### src/rtl/nibble_serial_adder_pkg.sv
// Shared encodings for the nibble-serial adder and its 4-bit slice.
package nibble_serial_adder_pkg;

    localparam int NIB_W = 4;

    typedef enum logic [1:0] {
        ST_IDLE = 2'd0,
        ST_RUN  = 2'd1,
        ST_DONE = 2'd2
    } state_e;

endpackage

### src/rtl/nibble_serial_adder_csa.sv
// csa_4bit: combinational 4-bit carry-select adder slice.
// The low pair ripples while both upper-pair results are ready for selection.
module csa_4bit
    import nibble_serial_adder_pkg::*;
(
    input  logic [NIB_W-1:0] a,
    input  logic [NIB_W-1:0] b,
    input  logic             cin,
    output logic [NIB_W-1:0] sum,
    output logic             cout
);

    logic [2:0] lo;
    logic [2:0] hi0;
    logic [2:0] hi1;

    always_comb begin
        lo   = {1'b0, a[1:0]} + {1'b0, b[1:0]} + {2'b00, cin};
        hi0  = {1'b0, a[3:2]} + {1'b0, b[3:2]};
        hi1  = {1'b0, a[3:2]} + {1'b0, b[3:2]} + 3'd1;
        sum  = {(lo[2] ? hi1[1:0] : hi0[1:0]), lo[1:0]};
        cout = lo[2] ? hi1[2] : hi0[2];
    end

endmodule

### src/rtl/nibble_serial_adder.sv
// Multi-precision adder: feeds one csa_4bit slice a nibble per cycle, LSB first.
// Optional signed-overflow output enabled by defining NIBBLE_SERIAL_OVF_EN.
//
// state   | meaning
// IDLE    | waiting for operands, in_ready=1
// RUN     | one nibble added per cycle, carry held in carry_q
// DONE    | result presented, held until out_ready
module nibble_serial_adder
    import nibble_serial_adder_pkg::*;
#(
    parameter int WIDTH = 16
) (
    input  logic             clk,
    input  logic             rst_n,
    input  logic             in_valid,
    output logic             in_ready,
    input  logic [WIDTH-1:0] op_a,
    input  logic [WIDTH-1:0] op_b,
    input  logic             op_cin,
    output logic             out_valid,
    input  logic             out_ready,
    output logic [WIDTH-1:0] out_sum,
    output logic             out_cout,
    output logic             busy
`ifdef NIBBLE_SERIAL_OVF_EN
    ,
    output logic             out_ovf
`endif
);

    localparam int NIB  = WIDTH / NIB_W;
    localparam int IDXW = (NIB > 1) ? $clog2(NIB) : 1;
    localparam logic [IDXW-1:0] IDX_LAST = IDXW'(NIB - 1);

    if ((WIDTH % NIB_W) != 0 || WIDTH < NIB_W) begin : g_width_check
        $error("nibble_serial_adder: WIDTH must be a multiple of 4 and >= 4");
    end

    state_e            state_q, state_d;
    logic [WIDTH-1:0]  a_q, a_d;
    logic [WIDTH-1:0]  b_q, b_d;
    logic [WIDTH-1:0]  sum_q, sum_d;
    logic [IDXW-1:0]   idx_q, idx_d;
    logic              carry_q, carry_d;
    logic              cout_q, cout_d;

    logic [NIB_W-1:0]  slice_sum;
    logic              slice_cout;

    csa_4bit u_csa (
        .a    (a_q[NIB_W-1:0]),
        .b    (b_q[NIB_W-1:0]),
        .cin  (carry_q),
        .sum  (slice_sum),
        .cout (slice_cout)
    );

`ifdef NIBBLE_SERIAL_OVF_EN
    logic ovf_q, ovf_d;
    logic c_into_msb;

    // Carry into bit 3 of the top nibble recovered from its sum bit.
    assign c_into_msb = slice_sum[3] ^ a_q[3] ^ b_q[3];
`endif

    always_comb begin
        state_d = state_q;
        a_d     = a_q;
        b_d     = b_q;
        sum_d   = sum_q;
        idx_d   = idx_q;
        carry_d = carry_q;
        cout_d  = cout_q;
`ifdef NIBBLE_SERIAL_OVF_EN
        ovf_d   = ovf_q;
`endif
        unique case (state_q)
            ST_IDLE: begin
                if (in_valid) begin
                    a_d     = op_a;
                    b_d     = op_b;
                    carry_d = op_cin;
                    idx_d   = '0;
                    state_d = ST_RUN;
                end
            end
            ST_RUN: begin
                sum_d[{idx_q, 2'b00} +: NIB_W] = slice_sum;
                carry_d = slice_cout;
                a_d     = a_q >> NIB_W;
                b_d     = b_q >> NIB_W;
                idx_d   = idx_q + 1'b1;
                if (idx_q == IDX_LAST) begin
                    idx_d   = '0;
                    cout_d  = slice_cout;
`ifdef NIBBLE_SERIAL_OVF_EN
                    ovf_d   = c_into_msb ^ slice_cout;
`endif
                    state_d = ST_DONE;
                end
            end
            ST_DONE: begin
                if (out_ready) begin
                    state_d = ST_IDLE;
                end
            end
            default: state_d = ST_IDLE;
        endcase
    end

    always_ff @(posedge clk or negedge rst_n) begin
        if (!rst_n) begin
            state_q <= ST_IDLE;
            a_q     <= '0;
            b_q     <= '0;
            sum_q   <= '0;
            idx_q   <= '0;
            carry_q <= 1'b0;
            cout_q  <= 1'b0;
`ifdef NIBBLE_SERIAL_OVF_EN
            ovf_q   <= 1'b0;
`endif
        end else begin
            state_q <= state_d;
            a_q     <= a_d;
            b_q     <= b_d;
            sum_q   <= sum_d;
            idx_q   <= idx_d;
            carry_q <= carry_d;
            cout_q  <= cout_d;
`ifdef NIBBLE_SERIAL_OVF_EN
            ovf_q   <= ovf_d;
`endif
        end
    end

    assign in_ready  = (state_q == ST_IDLE);
    assign out_valid = (state_q == ST_DONE);
    assign busy      = (state_q == ST_RUN) || (state_q == ST_DONE);
    assign out_sum   = sum_q;
    assign out_cout  = cout_q;
`ifdef NIBBLE_SERIAL_OVF_EN
    assign out_ovf   = ovf_q;
`endif

endmodule

### config.mk
export PLATFORM = sky130hd
export DESIGN_NAME = nibble_serial_adder
export DESIGN_NICKNAME = d
export VERILOG_FILES = /design/src/rtl/nibble_serial_adder_pkg.sv /design/src/rtl/nibble_serial_adder_csa.sv /design/src/rtl/nibble_serial_adder.sv
export SDC_FILE = /design/constraint.sdc
export NUM_CORES = 1
export LEC_CHECK = 0
export CAP_MARGIN = 20
export CORE_ASPECT_RATIO = 0.7
export CORE_MARGIN = 4
export CORE_UTILIZATION = 50
export DETAILED_ROUTE_END_ITERATION = 7
export PLACE_DENSITY = 0.81
export SETUP_SLACK_MARGIN = 0.5
export SLEW_MARGIN = 20
export SYNTH_ARGS = -nofsm -noshare
export SYNTH_HDL_FRONTEND = slang
export SYNTH_SLANG_ARGS = --single-unit
export TNS_END_PERCENT = 50
### constraint.sdc
create_clock -name clk -period 2.5 [get_ports clk]
set_input_delay 0.375 -clock clk [delete_from_list [all_inputs] [get_ports clk]]
set_output_delay 0.375 -clock clk [all_outputs]
set_load 0.01 [all_outputs]
* Word-level counts from Yosys, hierarchy flattened *
Cells that the tools add are included.

word-level totals
  flip-flop bits (word level) = 54
  word-level logic and storage cells = 43
  input port bits = 37
  output and inout port bits = 20

cells by class
  shifts and indexed selects = 2
  reductions and logical operators = 6
  multiplexer cells = 16
  add/sub/neg operators = 6
  equal/unequal tests = 6

operators by type and width
  kind                      number
  $pmux W16 S2              2
  $mux W16                  2
  $bwmux W16                1
  $shift A4 B6 Y16 const A  1
  $shiftx A4 B6 Y16         1
  $mux W2                   6
  $add A2 B2 Y3             2
  $neg A4 Y6                1
  $pmux W2 S3               1
  $eq A2 B2 Y1 const B      2
  $ne A2 B2 Y1 const B      2
  $pmux W2 S2               1
  $reduce_and A2 Y1         2
  $add A3 B1 Y3             1
  $add A3 B1 Y3 const B     1
  $reduce_and A3 Y1         1
  $add A2 B1 Y2 const B     1
  $eq A2 B1 Y1 const B      1
  $logic_not A2 Y1          1
  $mux W1                   2
  $ne A2 B1 Y1 const B      1
  $pmux W1 S2               1
  $reduce_bool A2 Y1        1
  $logic_or A1 B1 Y1        1

* Longest topological paths before layout *
  depth in word-level cells = 5
  gate-level depth with buffers = 8

* By module *
Synthesis repeated with hierarchy kept, for this count alone.

second synthesis, totals
  cells, all modules = 252
  area total of the unflattened synthesis = 2,652.5 sq um

by module, submodules not included
  module               times used  area each (sq um)  seq. area each (sq um)  cells each
  nibble_serial_adder  1           2,501.1            1,351.3                 233
  csa_4bit             1           151.4              0.0                     19

* Worst setup path before layout *
No wires, ideal clock.

  kind = register to register
  from = reg a_q[2]
  to = reg sum_q[7], in the netlist out_sum[7]
  path slack = 0.705 ns
  data required time = 2.379 ns
  arrival time = 1.674 ns
  cell stages (with the launch flop) = 9
  buffers on the path = 0
  cells stage by stage = dfrtp_1 > ha_1 > inv_1 > fa_1 > inv_1 > ha_1 > nor2_1 > nor2_1 > a22o_1

on the way
  word-level cells in the longest chain between the ends = 5

ends and longest elaborated chain
  element                 RTL line                                                      RTL
  from (decl)             nibble_serial_adder.sv:40                                     logic [WIDTH-1:0] a_q, a_d;
  from (signal assigned)  nibble_serial_adder.sv:114                                    a_q <= '0;
  from (signal assigned)  nibble_serial_adder.sv:125                                    a_q <= a_d;
  $add A2 B2 Y3 (*)       nibble_serial_adder_csa.sv:19, nibble_serial_adder_csa.sv:20
  $add A3 B1 Y3           nibble_serial_adder_csa.sv:20                                 hi1 = {1'b0, a[3:2]} + {1'b0, b[3:2]} + 3'd1;
  $mux W2 (*)             nibble_serial_adder_csa.sv:21                                 sum = {(lo[2] ? hi1[1:0] : hi0[1:0]), lo[1:0]};
  $shiftx A4 B6 Y16 (*)   nibble_serial_adder.sv:88                                     sum_d[{idx_q, 2'b00} +: NIB_W] = slice_sum;
  $bwmux W16 (*)          nibble_serial_adder.sv:88
  to (signal assigned)    nibble_serial_adder.sv:127                                    sum_q <= sum_d;
  to (decl)               nibble_serial_adder.sv:42                                     logic [WIDTH-1:0] sum_q, sum_d;

Mark *: on every way between the ends. The rest lies on a longest branch, timed or not.
A chain may end at the register's enable or synchronous reset.

* Final worst setup path *
  from = reg state_q[0]
  to = out in_ready

on the way
  word-level cells in the longest chain between the ends = 1

ends and longest elaborated chain
  element                 RTL line                    RTL
  from (decl)             nibble_serial_adder.sv:39   state_e state_q, state_d;
  from (signal assigned)  nibble_serial_adder.sv:124  state_q <= state_d;
  $logic_not A2 Y1        nibble_serial_adder.sv:137  assign in_ready = (state_q == ST_IDLE);
  to (decl)               nibble_serial_adder.sv:16   output logic in_ready,

Every way passes these cells.

==> results_dict.tcl <==
set metrics [dict create \
    fin_total_pwr_w 0.00427 \
    synth_flop_cell "dfrtp_1" \
    timing.rr.start "b_q[2]" \
    post_synth_main_area_contributors "dfrtp_1 51%, mux2i_1 9.5%, nand2_1 6.3%" \
    worst_ir_drop_on_vdd_uv 544 \
    critical-path-slowest-cell "clkdlybuf4s50_1" \
    final-hold-violation-count 0 \
    startpoint "state_q[0]" \
    period_share 0.808 \
    cp-end-kind "output port" \
    die_x_um 94.7 \
    die-area_sq_um 6510 \
    finalWorstPathRequiredPeriod_ns 2.02 \
    final-setup-viol-count 0 \
    h-tree-depth 2 \
    startpoint_type "flop" \
    final_layout_size_suffix_gt1_frac 0.0625 \
    last_element_of_the_critical_path "in_ready" \
    antenna_cells_inserted 0 \
    worst_skew_pair.late_latency_ns 0.30 \
    min-delay-path-class "input port to asynchronous set/reset pin" \
    dp_slack_ns 0.554 \
    synth-seq-area-share 0.514 \
    initial_core_util 0.533 \
    outcome "finished clean" \
    coreArea_sq_um 4940 \
    fmaxAchievable_ghz 0.495 \
    postSynthAreaPerCell_sq_um 10.7 \
    cts_tree "yes" \
    placement_rows 21 \
    drt_iter0_drc 87 \
    worstPathArrival_ns 1.64 \
    drt.antenna.violating_nets 0 \
    cap_viol_max_count 0 \
    boundaryPins 57 \
    finClkSkew_ns 0.00402 \
    grt_use_total 0.175 \
    ys_types 30 \
    fp.dieH_um 68.7 \
    setup_tns_after_final_layout_ns 0 \
    worst-endpoint-required_ns 2.12 \
    top_area_cell_type_share_of_the_netlist_area 0.514 \
    ys_top_cells_by_count "54 x dfrtp_1, 44 x nand2_1, 28 x o21ai_0" \
    cts_made_buffers 5 \
    postRouteWirelength_um 5230 \
    worst_slew_pin_slew_ns 0.660 \
    cts_hold_buffers 0 \
    power.static_leakage_nw 1.51 \
    number_of_drc_violations_after_detailed_routing 0 \
    final-instance-count-excl-fill 373 \
    wire_length_of_the_first_global_routing_pass_um 8720 \
    finalMaxSlewViolations 0 \
    synthesis.instances 247 \
    power_per_cell_area_nw_per_um2 1280 \
    num-nets-final 354 \
    yosysMostFrequentCell "dfrtp_1" \
    setup.reg_to_reg.worst_slack_ns 0.60 \
    largest_net_degree_at_the_start_of_global_routing 55 \
    number_of_antenna_violations_at_the_first_check_in_global_routing 0 \
    count_of_flip_flops_with_a_built_in_enable_after_synthesis 0 \
    postSynth.asyncResetShare 1.00 \
    route.vias.total 1918 \
    timing.reg2reg.worst_path_depth 8 \
    mapped_cell_area_sq_um 2630 \
    io_buffers 56 \
    cts-root-buf "clkbuf_8" \
    worst-path-max-fanout 6 \
    overflow 0 \
    worstPathCellList "inv_1 > ha_2 > clkdlybuf4s50_1" \
    worst_r2r_endpoint "out_sum[7]" \
    clock-sinks 54 \
    detail_route.vias_per_cell 5.14 \
    synthesis.nets 298 \
    clkSlewWorstSetupHoldPaths_ns 0.09 \
    dr.pass1.iters 4 \
    placer_congestion 0.773 \
    yosys.area.top_type "dfrtp_1" \
    grt_setup_unrepaired "true" \
    cts_buffer_depth 2 \
    area.growth.synth_to_final_pct 27.0 \
    grt_pass1_vias 1877 \
    detailed_place_hpwl_um 3840 \
    post_drt_wl_per_cell_um 14.0 \
    synth-seq-cells 54 \
    ys_warn_count 0 \
    critPathMaxStageDelay_ns 0.56 \
    worst_slack_ns 0.481 \
    postCtsSetupRepairBufs 0 \
    timing.max_slew.rel_slack 0.560 \
    timing.setup.critical_path_class "flop to output port" \
    placed_cells_incl_taps 364 \
]
[layout by cell type, fill, tap and decap left out]
cell type / synthesis / final
inv_1: 14 / 14
ha_2: 0 / 2
o21ai_1: 10 / 10
nand3_1: 2 / 2
nor2b_1: 4 / 4
nor3b_1: 1 / 1
and4b_1: 1 / 1
o32a_1: 1 / 1
nand2b_1: 9 / 9
and4_1: 3 / 3
o41ai_1: 1 / 1
mux2i_1: 25 / 25
nand2_1: 44 / 44
dfrtp_1: 54 / 54
fa_1: 3 / 3
xnor2_1: 2 / 2
a21oi_1: 1 / 1
clkdlybuf4s50_1: 0 / 55
buf_4: 1 / 4
o31ai_1: 2 / 2
nor2_1: 3 / 1
clkinv_2: 0 / 1
nor2_2: 0 / 2
nand2_2: 1 / 1
clkbuf_1: 2 / 1
nor3_1: 1 / 1
a22o_1: 12 / 12
clkbuf_8: 0 / 6
o21ai_0: 28 / 28
and2_1: 1 / 1
mux2i_4: 0 / 1
ha_1: 11 / 9
mux2i_2: 1 / 1
buf_2: 4 / 1
[registers in the layout, indices dropped and copies added (netlist names)]
name	count
idx_q	2
out_sum	16
out_cout	1
carry_q	1
state_q	2
b_q	16
a_q	16
[critical path: cells and delay by family, from the launching register on]
kind | cells | cell delay, ns
buffers and inverters | 2 | 0.66
adders and majority gates | 1 | 0.28
DFF | 1 | 0.40
[final cells by class]
type,count,area [sq um]
well taps,69,86.3
clock inverters,1,5.00
clock buffers,7,86.3
multi-input cells,168,1170
inverters,14,52.6
fillers,417,1600
flip-flops and latches,54,1350
repair buffers,60,586
[power by group]
part / switching (W) / total, W / internal (W)
Clock: 0.000270 / 0.000494 / 0.000224
Combinational: 0.00126 / 0.00229 / 0.00103
Sequential: 0.000228 / 0.00148 / 0.00125
Total: 0.00176 / 0.00427 / 0.00251
[how the worst min path moves through the flow]
stage                 end    start  slack, ns
2_1_floorplan      a_q[0]    rst_n       0.08
3_3_place_gp       a_q[9]   a_q[9]       0.46
3_5_place_dp      a_q[13]  a_q[13]       0.47
4_1_cts        out_sum[0]    rst_n       0.21
5_1_grt        out_sum[0]    rst_n       0.24
6_report       out_sum[6]    rst_n       0.18
[repair_timing]
item                       in CTS  in global routing
cloned                          0                  1
pin swaps                       0                  1
setup endpoints to repair       1                 31
resized for setup               1                  2
[cells by family after synthesis]
| logic type | share of synthesized area |
|---|---|
| flip-flops | 0.514 |
| AO/OA/AOI/OAI | 0.127 |
| buffers and inverters | 0.0523 |
| AND/OR/NAND/NOR | 0.125 |
| XOR/XNOR | 0.00666 |
| multiplexers | 0.100 |
| adder cells (fa/ha/maj) | 0.0751 |
[layer usage]
metal	GRT usage	wire length (um)	up-vias
met5	0	0	-
met4	0.0486	39	0
met3	0.0401	295	4
met2	0.274	2400	51
met1	0.246	2490	915
li1	-	-	948
[through the flow]
stage	utilization	hold slack (ns)	cell area, sq um
detailed placement	0.654	0.471	3230
CTS	0.673	0.210	3320
global route	0.677	0.243	3340
global placement	0.654	0.460	3230
finish	0.677	0.175	3340
floorplan	-	0.0794	2630
Power figures use the tool's default switching activity.
